File: src/rtl/multi_bank_spram_param_pkg.sv
`default_nettype none
// +--------------------------------------------------------------------------+
// | Package : mbank_pkg                                                      |
// | Shared types and geometry helpers for the multi-bank single-port RAM.    |
// | Rev 1.0 : initial parametrised release                                   |
// +--------------------------------------------------------------------------+
package mbank_pkg;

  typedef enum logic [0:0] {
    ST_INIT  = 1'b0,
    ST_READY = 1'b1
  } mbank_state_e;

  // Number of address bits used as the bank index (0 for a single bank).
  function automatic int calc_bank_w(input int num_banks);
    return (num_banks > 1) ? $clog2(num_banks) : 0;
  endfunction

  // Rows held by each bank.
  function automatic int calc_rows(input int depth, input int num_banks);
    return depth / num_banks;
  endfunction

  // Width of an index into n entries, never narrower than one bit.
  function automatic int calc_idx_w(input int n);
    return (n > 1) ? $clog2(n) : 1;
  endfunction

endpackage
`default_nettype wire

File: src/rtl/multi_bank_spram_param_if.sv
`default_nettype none
// +--------------------------------------------------------------------------+
// | Interface : multi_bank_spram_param_if                                    |
// | Access bus of the multi-bank RAM: request side from the master, read     |
// | data / strobe / clear-busy back from the RAM.                            |
// | Rev 1.0 : initial parametrised release                                   |
// +--------------------------------------------------------------------------+
interface multi_bank_spram_param_if #(
  parameter int DATA_W = 8,
  parameter int ADDR_W = 5
);
  logic                  en;
  logic                  we;
  logic [DATA_W/8-1:0]   be;
  logic [ADDR_W-1:0]     addr;
  logic [DATA_W-1:0]     din;
  logic [DATA_W-1:0]     dout;
  logic                  rd_valid;
  logic                  init_busy;

  modport master (
    output en, we, be, addr, din,
    input  dout, rd_valid, init_busy
  );

  modport slave (
    input  en, we, be, addr, din,
    output dout, rd_valid, init_busy
  );
endinterface
`default_nettype wire

File: src/rtl/multi_bank_spram_param_bank.sv
`default_nettype none
// +--------------------------------------------------------------------------+
// | Module : spram_bank                                                      |
// | One storage bank: single port, per-byte write, registered read.          |
// | Contents are not reset; the top-level clear sequencer zeroes them.       |
// | Rev 1.0 : initial parametrised release                                   |
// +--------------------------------------------------------------------------+
module spram_bank
  import mbank_pkg::*;
#(
  parameter int DATA_W = 8,
  parameter int ROWS   = 8
) (
  input  wire logic                         clk,
  input  wire logic                         en,
  input  wire logic                         we,
  input  wire logic [DATA_W/8-1:0]          be,
  input  wire logic [calc_idx_w(ROWS)-1:0]  row,
  input  wire logic [DATA_W-1:0]            din,
  output logic      [DATA_W-1:0]            dout
);
  localparam int NBYTES = DATA_W / 8;

  logic [DATA_W-1:0] mem_q [ROWS];
  logic [DATA_W-1:0] dout_q;

  // Byte-masked write, or registered read of the addressed row.
  always_ff @(posedge clk) begin
    if (en) begin
      if (we) begin
        for (int i = 0; i < NBYTES; i++) begin
          if (be[i]) begin
            mem_q[row][8*i +: 8] <= din[8*i +: 8];
          end
        end
      end else begin
        dout_q <= mem_q[row];
      end
    end
  end

  assign dout = dout_q;
endmodule
`default_nettype wire

File: src/rtl/multi_bank_spram_param.sv
`default_nettype none
// +--------------------------------------------------------------------------+
// | Module : multi_bank_spram_param                                          |
// | Low-order interleaved multi-bank single-port RAM with per-byte writes,   |
// | registered read + rd_valid strobe and a post-reset clear sequencer.      |
// | Build option MBANK_OUT_REG_EN: extra output register (read latency 2).   |
// | Rev 1.0 : initial parametrised release                                   |
// +--------------------------------------------------------------------------+
module multi_bank_spram_param
  import mbank_pkg::*;
#(
  parameter int DATA_W    = 8,
  parameter int DEPTH     = 32,
  parameter int NUM_BANKS = 4
) (
  input  wire logic                 clk,
  input  wire logic                 rst,
  multi_bank_spram_param_if.slave   bus
);
  localparam int ADDR_W = $clog2(DEPTH);
  localparam int BANK_W = calc_bank_w(NUM_BANKS);
  localparam int ROWS   = calc_rows(DEPTH, NUM_BANKS);
  localparam int ROW_W  = calc_idx_w(ROWS);
  localparam int BSEL_W = calc_idx_w(NUM_BANKS);
  localparam int NBYTES = DATA_W / 8;

  mbank_state_e           state_q, state_d;
  logic [ROW_W-1:0]       cnt_q, cnt_d;
  logic                   w_init;
  logic [BSEL_W-1:0]      w_bank;
  logic [ROW_W-1:0]       w_row;
  logic                   w_access;
  logic                   w_rd_issue;
  logic [NUM_BANKS-1:0]   bank_en;
  logic                   bank_we;
  logic [NBYTES-1:0]      bank_be;
  logic [ROW_W-1:0]       bank_row;
  logic [DATA_W-1:0]      bank_din;
  logic [DATA_W-1:0]      bank_dout [NUM_BANKS];
  logic [BSEL_W-1:0]      sel_q;
  logic                   rdv_q;
  logic                   have_q;
  logic [DATA_W-1:0]      w_mux;
  logic [DATA_W-1:0]      w_stage1;

  // Address split: low bits pick the bank, the rest pick the row.
  generate
    if (NUM_BANKS > 1) begin : g_bank_dec
      assign w_bank = bus.addr[BANK_W-1:0];
    end else begin : g_bank_one
      assign w_bank = '0;
    end
    if (ROWS > 1) begin : g_row_dec
      assign w_row = bus.addr[ADDR_W-1:BANK_W];
    end else begin : g_row_one
      assign w_row = '0;
    end
  endgenerate

  // State and clear-row counter registers.
  always_ff @(posedge clk) begin
    if (rst) begin
      state_q <= ST_INIT;
      cnt_q   <= '0;
    end else begin
      state_q <= state_d;
      cnt_q   <= cnt_d;
    end
  end

  // Clear sequencer: one row of every bank per cycle, then READY until reset.
  always_comb begin
    state_d = state_q;
    cnt_d   = cnt_q;
    w_init  = 1'b0;
    unique case (state_q)
      ST_INIT: begin
        w_init = 1'b1;
        cnt_d  = cnt_q + 1'b1;
        if (cnt_q == ROW_W'(ROWS - 1)) begin
          state_d = ST_READY;
          cnt_d   = '0;
        end
      end
      ST_READY: begin
        state_d = ST_READY;
      end
    endcase
  end

  // Requests are honoured only in READY; reset in the same cycle cancels them.
  assign w_access   = (state_q == ST_READY) && bus.en && !rst;
  assign w_rd_issue = w_access && !bus.we;

  // Bank controls: all banks written with zeros while clearing, else only the addressed one.
  always_comb begin
    bank_en  = '0;
    bank_we  = w_init | bus.we;
    bank_be  = w_init ? {NBYTES{1'b1}} : bus.be;
    bank_row = w_init ? cnt_q : w_row;
    bank_din = w_init ? '0 : bus.din;
    for (int b = 0; b < NUM_BANKS; b++) begin
      bank_en[b] = w_init | (w_access && (w_bank == BSEL_W'(b)));
    end
  end

  generate
    for (genvar b = 0; b < NUM_BANKS; b++) begin : g_bank
      spram_bank #(
        .DATA_W (DATA_W),
        .ROWS   (ROWS)
      ) u_bank (
        .clk  (clk),
        .en   (bank_en[b]),
        .we   (bank_we),
        .be   (bank_be),
        .row  (bank_row),
        .din  (bank_din),
        .dout (bank_dout[b])
      );
    end
  endgenerate

  // Remember which bank the last read went to, and flag the valid strobe.
  always_ff @(posedge clk) begin
    if (rst) begin
      rdv_q  <= 1'b0;
      have_q <= 1'b0;
      sel_q  <= '0;
    end else begin
      rdv_q <= w_rd_issue;
      if (w_rd_issue) begin
        have_q <= 1'b1;
        sel_q  <= w_bank;
      end
    end
  end

  // Output mux; forced to zero until the first read after reset.
  always_comb begin
    w_mux = '0;
    for (int b = 0; b < NUM_BANKS; b++) begin
      if (sel_q == BSEL_W'(b)) begin
        w_mux = bank_dout[b];
      end
    end
    w_stage1 = have_q ? w_mux : '0;
  end

`ifdef MBANK_OUT_REG_EN
  logic [DATA_W-1:0] dout2_q;
  logic              rdv2_q;

  // Second pipeline stage: captures only on a valid read so dout holds otherwise.
  always_ff @(posedge clk) begin
    if (rst) begin
      dout2_q <= '0;
      rdv2_q  <= 1'b0;
    end else begin
      rdv2_q <= rdv_q;
      if (rdv_q) begin
        dout2_q <= w_stage1;
      end
    end
  end

  assign bus.dout     = dout2_q;
  assign bus.rd_valid = rdv2_q;
`else
  assign bus.dout     = w_stage1;
  assign bus.rd_valid = rdv_q;
`endif

  assign bus.init_busy = w_init;
endmodule
`default_nettype wire

File: src/flat_wrapper.sv
// flat-port wrapper written by rule: the top's interface ports become plain ports
module multi_bank_spram_param_flat import mbank_pkg::*;
#(
  parameter int DATA_W    = 8,
  parameter int DEPTH     = 32,
  parameter int NUM_BANKS = 4
)
  (clk, rst, bus_en, bus_we, bus_be, bus_addr, bus_din, bus_dout, bus_rd_valid, bus_init_busy);
  multi_bank_spram_param_if #(.DATA_W(DATA_W), .ADDR_W(5)) bus_i ();
  input  wire logic clk;
  input  wire logic rst;
  input wire logic [$bits(bus_i.en)-1:0] bus_en;
  input wire logic [$bits(bus_i.we)-1:0] bus_we;
  input wire logic [$bits(bus_i.be)-1:0] bus_be;
  input wire logic [$bits(bus_i.addr)-1:0] bus_addr;
  input wire logic [$bits(bus_i.din)-1:0] bus_din;
  output wire logic [$bits(bus_i.dout)-1:0] bus_dout;
  output wire logic [$bits(bus_i.rd_valid)-1:0] bus_rd_valid;
  output wire logic [$bits(bus_i.init_busy)-1:0] bus_init_busy;
  assign bus_i.en = bus_en;
  assign bus_i.we = bus_we;
  assign bus_i.be = bus_be;
  assign bus_i.addr = bus_addr;
  assign bus_i.din = bus_din;
  assign bus_dout = bus_i.dout;
  assign bus_rd_valid = bus_i.rd_valid;
  assign bus_init_busy = bus_i.init_busy;
  multi_bank_spram_param #(.DATA_W(DATA_W), .DEPTH(DEPTH), .NUM_BANKS(NUM_BANKS)) u_core (.clk(clk), .rst(rst), .bus(bus_i));
endmodule
File: config.mk
export PLATFORM = sky130hd
export DESIGN_NAME = multi_bank_spram_param_flat
export DESIGN_NICKNAME = d
export VERILOG_FILES = /design/src/rtl/multi_bank_spram_param_pkg.sv /design/src/rtl/multi_bank_spram_param_if.sv /design/src/rtl/multi_bank_spram_param_bank.sv /design/src/rtl/multi_bank_spram_param.sv /design/src/flat_wrapper.sv
export SDC_FILE = /design/constraint.sdc
export NUM_CORES = 1
export LEC_CHECK = 0
export ABC_AREA = 1
export ABC_CLOCK_PERIOD_IN_PS = 1900
export CAP_MARGIN = 5
export CORE_ASPECT_RATIO = 0.9
export CORE_UTILIZATION = 58
export CTS_BUF_LIST = sky130_fd_sc_hd__clkbuf_2
export DETAILED_ROUTE_END_ITERATION = 10
export PLACE_DENSITY = 0.78
export RECOVER_POWER = 25
export SLEW_MARGIN = 10
export SYNTH_ARGS = -nofsm -noshare
export SYNTH_HDL_FRONTEND = slang
export SYNTH_SLANG_ARGS = --single-unit
File: constraint.sdc
create_clock -name clk -period 1.9 [get_ports clk]
set_input_delay 0.38 -clock clk [delete_from_list [all_inputs] [get_ports clk]]
set_output_delay 0.38 -clock clk [all_outputs]
set_load 0.01 [all_outputs]
==> out/metrics.csv <==
stage;metric;value;unit
status;outcome;finished with violations;
status;failing checks;negative setup slack;
timing;fmax;0.4309;GHz
timing;Setup TNS;-70.64;ns
power_and_ir_drop;leakage power of the design;0.006582;uW
finish;design area;15290;sq um
timing;final hold vios;0;
synthesis;cells after synthesis;1208;
placed_design;Final GP Congestion;0.9309;
clocking;clk sinks;296;
worst_setup_path;WP data arrival;1.94;ns
global_routing;first-pass GRT wire length;47.35;mm
worst_setup_path;Worst Setup SP;u_core.sel_q[0]$_SDFFE_PP0P_;
finish;Post-Layout Cell Count;1697;
clocking;Longest Clk Path Bufs;3;
clocking;clk_lat worst skew;0.84;ns
synthesis;post-synthesis async set-or-reset flop share;0;%
worst_setup_path;Data required, critical path;1.52;ns
synthesis;synthesized flop and latch total;296;
placed_design;Post-DP HPWL;19.27;mm
power_and_ir_drop;Max VDD drop;0.3783;mV
finish;fraction of layout cells with a size suffix above 1;20.28;%
timing;final setup violation count;361;
clocking;CTS clk-pin slew, worst paths;0.10;ns
timing;Slew Limit Fails;0;
finish;final core utilization;69.64;%
die;Core Region;21950;sq um
route;drt initial violations;1124;
route;via count;9280;
synthesis;post-synth top area share;65.72;%
finish;Area growth syn-to-layout;16.17;%
placed_design;IO buf count;27;
timing;Tcrit/Tclk final;122.1;%
clocking;total CTS buffers;73;
worst_setup_path;crit path kind;register to output port;
synthesis;Syn Area/Cell;10.89;sq um
route;routed wire length;31.76;mm
timing;RSZ-0062 raised after global routing;yes;
clocking;CTS root buffer;clkbuf_2;
route;Final ANT Viol Nets;0;
synthesis;largest area contributor in the netlist;edfxtp_1;
synthesis;most frequently used cell type in the post-synthesis netlist;edfxtp_1;
synthesis;sequential share of the synthesized area;66.94;%
flow_run;number of max-cap violations;0;
finish;FILL cells;1483;
clocking;H-tree Lvls;3;
route;first drt pass iteration count;5;
die;Die Width;160.8;um
global_routing;GRT Overall Usage;27.54;%
worst_setup_path;R2R Path Start;u_core.state_q$_SDFF_PP0_;
synthesis;Post-synth EDFFs;288;
die;row count;51;
timing;min setup slack post-route;-0.4208;ns
power_and_ir_drop;Power Density;900.0;nW/um^2
synthesis;synthesized area;13160;sq um
global_routing;GRT overflow;0;
route;Vias per Instance;5.468;
die;die area;23290;sq um
timing;Slew headroom;36.19;%
timing;Slew @ Worst Pin;0.9571;ns
placed_design;cell total after placement;1564;
hold_path;Hold Path Origin;rst;
global_routing;initial antenna violation count;1;
placed_design;Area after DPL;14430;sq um
worst_setup_path;largest fanout on the critical path;5;
hold_path;type of the most critical hold path;primary input to register;
synthesis;Synth area leaders;edfxtp_1 (66%), nand2_1 (8.0%), nand3b_1 (7.2%), inv_1 (6.1%), nand3_1 (5.3%);
die;initial cell density of the core;59.95;%
die;Die Y;144.9;um
finish;# nets final;1372;
synthesis;syn nets;1228;
worst_setup_path;Worst setup SP type;register;
worst_setup_path;CP endpoint kind;output port;
synthesis;Synth top cells by count;edfxtp_1 (288), nand2_1 (279), inv_1 (214);
route;DRC Markers;0;
die;I/O pin total;28;
timing;min Tclk post-route;2.321;ns
synthesis;Synth cell types;22;
timing;final setup skew;0.05341;ns
clocking;CTS tree;built;
global_routing;largest net degree at the start of global routing;39;
synthesis;Yosys warnings;0;
route;drt wl/cell;18.72;um
global_routing;vias in the first global route;8786;
synthesis;top_reg_cell synth;edfxtp_1;
[sequential cells by signal (all words and copies together) (netlist names)]
register,cells
u_core.g_bank.u_bank.mem_q,256
u_core.g_bank.u_bank.dout,32
u_core.cnt_q,3
u_core.sel_q,2
u_core.bus.rd_valid,1
u_core.have_q,1
u_core.state_q,1
[placed cells by master (no fill, tap or decap), types with 6 or more instances in the layout]
| cell type | n |
|---|---|
| nand2_2 | 19 |
| nand2_1 | 261 |
| clkinv_1 | 18 |
| clkdlybuf4s50_1 | 17 |
| buf_4 | 66 |
| clkbuf_4 | 6 |
| buf_2 | 8 |
| nor2_1 | 37 |
| nand3b_1 | 126 |
| o21ai_2 | 9 |
| buf_6 | 12 |
| nor2_2 | 8 |
| edfxtp_1 | 288 |
| inv_1 | 210 |
| nand3_1 | 133 |
| dfxtp_1 | 6 |
| clkbuf_2 | 103 |
| buf_12 | 10 |
[final cells by class]
| cell class | instances | area, sq um | share of cell area (%) |
|---|---|---|---|
| flip-flops and latches | 296 | 8816 | 57.67 |
| diodes | 1 | 2.502 | 0.01637 |
| multi-input cells | 635 | 3372 | 22.06 |
| clock inverters | 27 | 183.9 | 1.203 |
| clock buffers | 101 | 505.5 | 3.307 |
| repair buffers | 130 | 1212 | 7.931 |
| well taps | 291 | 364.1 | 2.382 |
| inverters | 216 | 830.8 | 5.435 |
[path summary, 6_finish.rpt]
| path | to | slack (ns) | depth (start not counted) |
|---|---|---|---|
| worst max-delay path | bus_dout[4] | -0.42 | 6 |
| worst min-delay path | u_core.sel_q[1]$_SDFFE_PP0P_ | 0.35 | 3 |
| worst max register to register | u_core.g_bank[3].u_bank.mem_q[6][7]$_DFFE_PP_ | -0.31 | 8 |
| worst min register to register | u_core.cnt_q[1]$_SDFFE_PP0N_ | 0.51 | 2 |
[power breakdown]
| group | internal (uW) | switching, uW |
|---|---|---|
| registers | 7520 | 70.8 |
| clock network | 1850 | 2420 |
| logic | 690 | 1210 |
| total | 10100 | 3700 |
[timing repair]
action                                  CTS  global route
pin swaps                                13            17
gates resized for setup                  79            55
hold buffers                              0             0
endpoints found under the setup margin  235           181
setup buffers                             2             0
gates cloned                              0             2
[routing by layer]
metal  vias up  wire (um)  global-route usage (%)  share of wire (%)
met5         -          0                       0                  0
met4         0       1110                   14.00                3.5
met3        80       3364                   5.728                 11
met2       565      14670                   42.74                 46
met1      4311      12620                   37.28                 40
li1       4324          -                       -                  -
[stage by stage]
stage	hold WS, ns	total power, uW	setup WS [ns]
2_1_floorplan	0.4667	8856	0.06901
3_3_place_gp	0.4912	9462	-0.3350
3_5_place_dp	0.4878	9513	-0.3890
4_1_cts	0.3415	13700	-0.4223
5_1_grt	0.3086	14320	-0.5024
6_report	0.3463	13760	-0.4208
[logic make-up (layout without fill, tap and decap cells)]
family	after synthesis	after routing	share of synthesized area, %
AND/OR/NAND/NOR	603	603	22.62
flip-flops	296	296	66.94
AO/OA/AOI/OAI	30	30	1.274
buffers and inverters	277	474	8.976
other	0	1	0
adder cells (fa/ha/maj)	2	2	0.1901
[worst max-delay path, cell delays in order (launching register included)]
cell	delay, ns
dfxtp_4	0.38
buf_4	0.15
o21ai_1	0.18
nand3_2	0.09
o211ai_1	0.10
inv_1	0.07
buf_2	0.14
Note: power is estimated with default switching activity, not from simulation.
